**config.mk**
```make
export PLATFORM = sky130hd
export DESIGN_NAME = pattern_loader_flat
export DESIGN_NICKNAME = d
export VERILOG_FILES = /design/src/rtl/pattern_loader_if.sv /design/src/rtl/pattern_loader.sv /design/src/flat_wrapper.sv
export SDC_FILE = /design/constraint.sdc
export NUM_CORES = 1
export LEC_CHECK = 0
export CELL_PAD_IN_SITES_DETAIL_PLACEMENT = 1
export CELL_PAD_IN_SITES_GLOBAL_PLACEMENT = 2
export CORE_MARGIN = 2
export CORE_UTILIZATION = 36
export CTS_BUF_LIST = sky130_fd_sc_hd__clkbuf_4 sky130_fd_sc_hd__clkbuf_8 sky130_fd_sc_hd__clkbuf_16
export CTS_CLUSTER_DIAMETER = 50
export DETAILED_ROUTE_END_ITERATION = 6
export PLACE_DENSITY_LB_ADDON = 0.1
export SYNTH_ARGS = -nofsm -noshare
export SYNTH_HDL_FRONTEND = slang
export SYNTH_SLANG_ARGS = --single-unit
```
**constraint.sdc**
```tcl
create_clock -name clk -period 2.2 [get_ports clk]
set_input_delay 0.44 -clock clk [delete_from_list [all_inputs] [get_ports clk]]
set_output_delay 0.44 -clock clk [all_outputs]
set_load 0.05 [all_outputs]
```
**src/rtl/pattern_loader_if.sv**
```systemverilog
// Pattern-buffer shift bus: byte input stream, serial strobe/data pair and readback byte stream.
// The master side is the loader; the slave side is the byte source, buffer and readback consumer.
interface pattern_loader_if #(
    parameter int BUF_WIDTH = 8
);
    logic [BUF_WIDTH-1:0] in_data;
    logic                 in_valid;
    logic                 in_ready;
    logic                 ssel;
    logic                 sin;
    logic                 sout;
    logic [BUF_WIDTH-1:0] rd_data;
    logic                 rd_valid;

    modport master (
        input  in_data, in_valid, sout,
        output in_ready, ssel, sin, rd_data, rd_valid
    );

    modport slave (
        output in_data, in_valid, sout,
        input  in_ready, ssel, sin, rd_data, rd_valid
    );
endinterface

```
**src/rtl/pattern_loader.sv**
```systemverilog
// Serial master for the pattern buffer: shifts BUF_SIZE bytes MSB-first on sin with one ssel
// pulse per bit, while reassembling the displaced old contents from sout into readback bytes.
module pattern_loader #(
    parameter int BUF_SIZE   = 22,
    parameter int BUF_WIDTH  = 8,
    parameter int STROBE_GAP = 1
) (
    input  logic              clk,
    input  logic              reset,
    input  logic              start,
    pattern_loader_if.master  bus,
    output logic              busy,
    output logic              done
);
    localparam int BYTE_W = (BUF_SIZE > 1)   ? $clog2(BUF_SIZE)   : 1;
    localparam int BIT_W  = (BUF_WIDTH > 1)  ? $clog2(BUF_WIDTH)  : 1;
    localparam int GAP_W  = (STROBE_GAP > 1) ? $clog2(STROBE_GAP) : 1;

    localparam logic [BYTE_W-1:0] BYTE_LAST = BYTE_W'(BUF_SIZE - 1);
    localparam logic [BIT_W-1:0]  BIT_LAST  = BIT_W'(BUF_WIDTH - 1);
    localparam logic [GAP_W-1:0]  GAP_LAST  = GAP_W'(STROBE_GAP - 1);

    typedef enum logic [1:0] {
        IDLE,
        WAIT_BYTE,
        SHIFT_HI,
        SHIFT_LO
    } state_t;

    state_t               state;
    logic [BYTE_W-1:0]    byte_cnt;
    logic [BIT_W-1:0]     bit_cnt;
    logic [GAP_W-1:0]     gap_cnt;
    logic [BUF_WIDTH-1:0] tx_shift;
    logic [BUF_WIDTH-1:0] rx_shift;
    logic [BUF_WIDTH-1:0] rd_data_q;
    logic                 rd_valid_q;
    logic                 ssel_q;
    logic                 sin_q;

    assign bus.in_ready = (state == WAIT_BYTE);
    assign bus.ssel     = ssel_q;
    assign bus.sin      = sin_q;
    assign bus.rd_data  = rd_data_q;
    assign bus.rd_valid = rd_valid_q;

    // sin is only updated on the edge that raises ssel, so it is stable for the whole high
    // cycle. tx_shift rotates rather than shifts; the wrapped bit is never presented.
    always_ff @(posedge clk or posedge reset) begin
        if (reset) begin
            state      <= IDLE;
            byte_cnt   <= '0;
            bit_cnt    <= '0;
            gap_cnt    <= '0;
            tx_shift   <= '0;
            rx_shift   <= '0;
            rd_data_q  <= '0;
            rd_valid_q <= 1'b0;
            ssel_q     <= 1'b0;
            sin_q      <= 1'b0;
            busy       <= 1'b0;
            done       <= 1'b0;
        end else begin
            rd_valid_q <= 1'b0;
            done       <= 1'b0;
            case (state)
                IDLE: begin
                    if (start) begin
                        byte_cnt <= '0;
                        busy     <= 1'b1;
                        state    <= WAIT_BYTE;
                    end
                end
                WAIT_BYTE: begin
                    if (bus.in_valid) begin
                        tx_shift <= bus.in_data;
                        bit_cnt  <= '0;
                        ssel_q   <= 1'b1;
                        sin_q    <= bus.in_data[BUF_WIDTH-1];
                        state    <= SHIFT_HI;
                    end
                end
                // The buffer shifts on this same edge, so sout still shows the pre-shift bit.
                SHIFT_HI: begin
                    ssel_q   <= 1'b0;
                    rx_shift <= {rx_shift[BUF_WIDTH-2:0], bus.sout};
                    gap_cnt  <= '0;
                    state    <= SHIFT_LO;
                end
                SHIFT_LO: begin
                    if (gap_cnt != GAP_LAST) begin
                        gap_cnt <= gap_cnt + 1'b1;
                    end else if (bit_cnt != BIT_LAST) begin
                        tx_shift <= {tx_shift[BUF_WIDTH-2:0], tx_shift[BUF_WIDTH-1]};
                        bit_cnt  <= bit_cnt + 1'b1;
                        ssel_q   <= 1'b1;
                        sin_q    <= tx_shift[BUF_WIDTH-2];
                        state    <= SHIFT_HI;
                    end else begin
                        rd_data_q  <= rx_shift;
                        rd_valid_q <= 1'b1;
                        if (byte_cnt != BYTE_LAST) begin
                            byte_cnt <= byte_cnt + 1'b1;
                            state    <= WAIT_BYTE;
                        end else begin
                            done  <= 1'b1;
                            busy  <= 1'b0;
                            state <= IDLE;
                        end
                    end
                end
                default: state <= IDLE;
            endcase
        end
    end
endmodule

```
**src/flat_wrapper.sv**
```systemverilog
// flat-port wrapper written by rule: the top's interface ports become plain ports
module pattern_loader_flat 
#(
    parameter int BUF_SIZE   = 22,
    parameter int BUF_WIDTH  = 8,
    parameter int STROBE_GAP = 1
)
  (clk, reset, start, busy, done, bus_in_data, bus_in_valid, bus_sout, bus_in_ready, bus_ssel, bus_sin, bus_rd_data, bus_rd_valid);
  pattern_loader_if #(.BUF_WIDTH(BUF_WIDTH)) bus_i ();
  input  logic clk;
  input  logic reset;
  input  logic start;
  output logic busy;
  output logic done;
  input wire logic [$bits(bus_i.in_data)-1:0] bus_in_data;
  input wire logic [$bits(bus_i.in_valid)-1:0] bus_in_valid;
  input wire logic [$bits(bus_i.sout)-1:0] bus_sout;
  output wire logic [$bits(bus_i.in_ready)-1:0] bus_in_ready;
  output wire logic [$bits(bus_i.ssel)-1:0] bus_ssel;
  output wire logic [$bits(bus_i.sin)-1:0] bus_sin;
  output wire logic [$bits(bus_i.rd_data)-1:0] bus_rd_data;
  output wire logic [$bits(bus_i.rd_valid)-1:0] bus_rd_valid;
  assign bus_i.in_data = bus_in_data;
  assign bus_i.in_valid = bus_in_valid;
  assign bus_i.sout = bus_sout;
  assign bus_in_ready = bus_i.in_ready;
  assign bus_ssel = bus_i.ssel;
  assign bus_sin = bus_i.sin;
  assign bus_rd_data = bus_i.rd_data;
  assign bus_rd_valid = bus_i.rd_valid;
  pattern_loader #(.BUF_SIZE(BUF_SIZE), .BUF_WIDTH(BUF_WIDTH), .STROBE_GAP(STROBE_GAP)) u_core (.clk(clk), .reset(reset), .start(start), .bus(bus_i), .busy(busy), .done(done));
endmodule
```
### Yosys cells after proc, flatten, opt, wreduce, memory -nomap -nowiden

Cells that the tools add are included.

| word-level totals | value |
|---|---|
| bits in registers | 40 |
| output and inout bits | 14 |
| input bits | 13 |

| cells by class | value |
|---|---|
| bitwise operators | 2 |
| muxes and demuxes | 41 |
| reductions and logical operators | 11 |
| eq/ne operators | 12 |
| add/subtract/negate cells | 3 |

Operators by type and width:

| operator | number |
|---|---|
| 8-bit 2-to-1 mux | 3 |
| 5-bit 2-to-1 mux | 4 |
| 1-bit 2-to-1 mux | 19 |
| 8-bit case mux with 2 select lines | 1 |
| 2-bit inequality test (second input constant) | 5 |
| 5-bit case mux with 2 select lines | 1 |
| 5-bit AND reduction | 2 |
| 3-bit 2-to-1 mux | 3 |
| 2-bit 2-to-1 mux | 4 |
| 2-bit case mux with 4 select lines | 1 |
| 4-bit AND reduction | 2 |
| 1-bit case mux with 2 select lines | 3 |
| 3-bit case mux with 2 select lines | 1 |
| 3-bit AND reduction | 2 |
| 2-bit nonzero test | 3 |
| 5-bit by 1-bit adder with 5-bit output (second input constant) | 1 |
| 5-bit inequality test (second input constant) | 1 |
| 2-bit equality test (second input constant) | 2 |
| 2-bit by 1-bit inequality test with 1-bit output (second input constant) | 2 |
| 3-bit by 1-bit adder with 3-bit output (second input constant) | 1 |
| 3-bit inequality test (second input constant) | 1 |
| 1-bit case mux with 3 select lines | 1 |
| 3-bit nonzero test | 1 |
| 2-bit by 1-bit equality test with 1-bit output (second input constant) | 1 |
| other kinds (3) | 4 |

### Logic depth before layout (Yosys ltp)

Gate-level depths: netlist (run 1).

| depth | value |
|---|---|
| depth after elaboration | 5 |
| gate-level depth with buffers | 7 |

### Worst setup path before layout (run 1)

No wires, ideal clock.

| path | value |
|---|---|
| path type | register to register |
| start point | register u_core.bit_cnt[0] |
| end point | register u_core.tx_shift[0] |
| period minus slack after synthesis | 1629 ps |
| path slack | 571 ps |
| cell stages (with the launch flop) | 7 |
| path buffers | 1 |
| arrival time | 1504 ps |
| path through | dfrtp_1 > ha_1 > ha_1 > nand2_1 > o211a_1 > buf_4 > mux2_4 |

| on the way | value |
|---|---|
| longest elaborated chain between the ends | 3 |

Ends and longest elaborated chain:

| element | RTL line | RTL |
|---|---|---|
| from (decl) | pattern_loader.sv:32 | `logic [BIT_W-1:0] bit_cnt;` |
| from (signal assigned) | pattern_loader.sv:95 | `bit_cnt <= bit_cnt + 1'b1;` |
| 3-bit inequality test | pattern_loader.sv:93 | `end else if (bit_cnt != BIT_LAST) begin` |
| 2-bit by 1-bit inequality test with 1-bit output (no line) | n/a |  |
| 4-bit AND reduction (no line) | n/a |  |
| to (signal assigned) | pattern_loader.sv:76 | `tx_shift <= bus.in_data;` |
| to (signal assigned) | pattern_loader.sv:94 | `tx_shift <= {tx_shift[BUF_WIDTH-2:0], tx_shift[BUF_WIDTH-1]};` |
| to (decl) | pattern_loader.sv:34 | `logic [BUF_WIDTH-1:0] tx_shift;` |

No other way between the ends.
A chain may end at the register's enable or synchronous reset.

==> qor.yml, run 1 <==
rr_startpoint: "u_core.bit_cnt[0]"
total_power_mw: 3.52
antenna_found_initial: 0
synthDistinctLibCells: 32
rrSetupSlack_ns: 0.32
viasPerCell: 4.72
finalCritPeriodShare_pct: 87.6
portBuffers: 26
post_dp_cell_area_sq_um: 2080
numCtsBuffers: 5
drtIter0Drc: 73
clock_latency_ns: 0.29
cts.sinks: 38
die_h_um: 74.1
synth_seq_cells: 38
crit_path_end_kind: "output pin"
globalRouteTotalUtil_pct: 14.1
leakage_nw: 1.01
postLayoutCellArea_sq_um: 2190
hold_viol: 0
fin_hold_ws_ns: 0.474
grt_setup_unrepaired: "no"
timing.rr.end: "u_core.tx_shift[3]"
wirelength_mm: 3.36
cp_top_family: "buffers and inverters"
power_density_nw_per_um2: 1610
worst-path-buf-inv: 1
worstPathMaxFanout: 3
crit_chain: "clkdlybuf4s50_1"
rows: 25
initial_utilization_pct: 37.5
tightest_slew_ns: 0.537
ys_warn_count: 0
setup_viol: 0
die-area_sq_um: 5490
synth_top_area_share_pct: 53.7
syn_area_per_cell_sq_um: 12.5
hp-start: "u_core.bus.rd_data[7]"
timing_worst_setup_path_type: "flop to output pin"
tns_ns: 0
fin_crit_ns: 1.93
cp-start-kind: "flop"
postCtsHoldBufs: 0
layout-drive-gt1-share_pct: 22.8
synth_area_sq_um: 1770
hp-class: "flop to flop"
maxCapViolations: 0
antenna_cells: 0
slew_headroom_pct: 64.2
clockBufferDepth: 2
grt_max_degree: 39
ant_nets: 0
max_freq_mhz: 519
yosysSeqAreaShare_pct: 53.7
yosys-top-cells-area: "dfrtp_1 54%, mux2_4 14%, nand2_1 5.9%"
area.sequential_sq_um: 951
report.final.slew_viol_count: 0
path_clk_slew_ns: 0.08
cp.required_ns: 1.76
critPathMaxStageDelay_ns: 0.82
area_growth_pct: 23.8
synth_top_area_cell: "dfrtp_1"
cts_root_buf: "clkbuf_8"
route.detailed.drc: 0
syn_nets: 158
nFillCells: 494
ctsResizeCount: 0
dpl.hpwl_mm: 2.42
cts_htree_levels: 2
critical_path.slowest_cell: "clkdlybuf4s50_1"
core_sq_um: 4720
wl_per_cell_um: 14.1
synth_cells: 141
cts_tree: "built"
holdPathStages: 2
multiInputGateArea_sq_um: 754
grt_pass1_wl_mm: 5.80
die_x_um: 74.1
ir_drop_mv: 0.650
arrival_ns: 1.49
place_congestion: 0.763
outcome: "completed"
final_nets: 187
grt_pass1_vias: 1191
r2r_cells: 5
io-pin-count: 27
skew_ns: 0.00833
hold_end: "u_core.bus.rd_data[7]"
num_vias: 1123
grt_overflow_total: 0
dr.pass1.iters: 4
post-cts-setup-buffer-count: 0
## layer usage
metal / vias to the layer above / part of all wire (%) / global-route usage, % / routed length (um)
met1: 547 / 48 / 18.5 / 1630
met2: 21 / 46 / 21.5 / 1560
li1: 548 / - / - / -
met5: - / 0 / 0 / 0
met3: 7 / 3.5 / 3.79 / 119
met4: 0 / 1.6 / 6.87 / 54
## stage by stage
step | worst slack, ns | utilization (%) | cells
2_1_floorplan | 0.571 | - | 141
3_3_place_gp | 0.336 | 44.1 | 230
3_5_place_dp | 0.288 | 44.1 | 230
4_1_cts | 0.253 | 46.4 | 238
5_1_grt | 0.208 | 46.4 | 238
6_report | 0.272 | 46.4 | 238
## power by group
group | total, mW | leakage [nW] | switching [mW] | internal, mW
registers | 1.29 | 0.463 | 0.277 | 1.01
clock network | 0.582 | 0.0579 | 0.248 | 0.334
logic | 1.64 | 0.486 | 0.795 | 0.849
## synth_stat cells, drive strengths merged
master / count
dfrtp: 38
nand2: 29
mux2: 25
buf: 7
o211ai: 5
ha: 4
nand3: 4
nor2: 4
o21ai: 4
inv: 3
a21oi: 2
a22o: 2
a311oi: 1
a31oi: 1
and2b: 1
and4b: 1
nand2b: 1
nand4: 1
nand4b: 1
o211a: 1
o221ai: 1
o31a: 1
o41ai: 1
or2b: 1
or3: 1
or3b: 1
## cells in the final DEF (no fill, tap or decap), types with 3 or more instances in the layout
master / netlist / final
dfrtp_1: 38 / 38
o211ai_1: 5 / 5
buf_4: 2 / 4
mux2_2: 9 / 9
clkdlybuf4s50_1: 0 / 25
nand2_1: 28 / 28
mux2_4: 16 / 16
inv_1: 3 / 3
o21ai_0: 3 / 3
nor2_1: 4 / 4
nand3_1: 3 / 3
ha_1: 4 / 4
clkbuf_8: 0 / 5
## registers in the layout, summed over array words and instances (netlist names)
name and count:
u_core.bit_cnt 3, u_core.done 1, u_core.state 2, u_core.tx_shift 8, u_core.bus.rd_valid 1, u_core.bus.ssel 1
u_core.busy 1, u_core.bus.rd_data 8, u_core.byte_cnt 5, u_core.rx_shift 8
## cell families (layout without fill, tap and decap cells)
family	count (synthesis)	count (layout)	synth area share, %
AO/OA/AOI/OAI	19	19	7.71
buffers and inverters	10	40	3.61
adder cells (fa/ha/maj)	4	4	2.83
multiplexers	25	25	19.3
AND/OR/NAND/NOR	45	45	12.8
flip-flops	38	38	53.7
## layout make-up
type / instances / area share [%]
timing repair buffer: 29 / 12.8
multi-input combinational: 93 / 34.5
inverter: 3 / 0.514
clock inverter: 3 / 1.83
sequential: 38 / 43.4
clock buffer: 5 / 3.14
tap: 67 / 3.83
## how the worst max path moves through the flow
| stage | from | depth (start not counted) | endpoint | slack [ns] |
|---|---|---|---|---|
| final | u_core.tx_shift[7] | 1 | bus_sin | 0.27 |
| after detailed placement | bus_in_valid | 3 | u_core.tx_shift[3] | 0.29 |
| after global routing | u_core.bit_cnt[0] | 5 | u_core.tx_shift[3] | 0.21 |
| after CTS | u_core.tx_shift[7] | 1 | bus_sin | 0.25 |
| after floorplan | u_core.bit_cnt[0] | 6 | u_core.tx_shift[0] | 0.57 |
| after global placement | bus_in_valid | 3 | u_core.tx_shift[2] | 0.34 |
Note: power is estimated with default switching activity, not from simulation.
==> inputs of run 2 (changes only) <==
Settings changed: CTS_CLUSTER_DIAMETER 50 to 80.
==> results of run 2 <==
The final DEF is identical to that of run 1; final timing and power are the same.
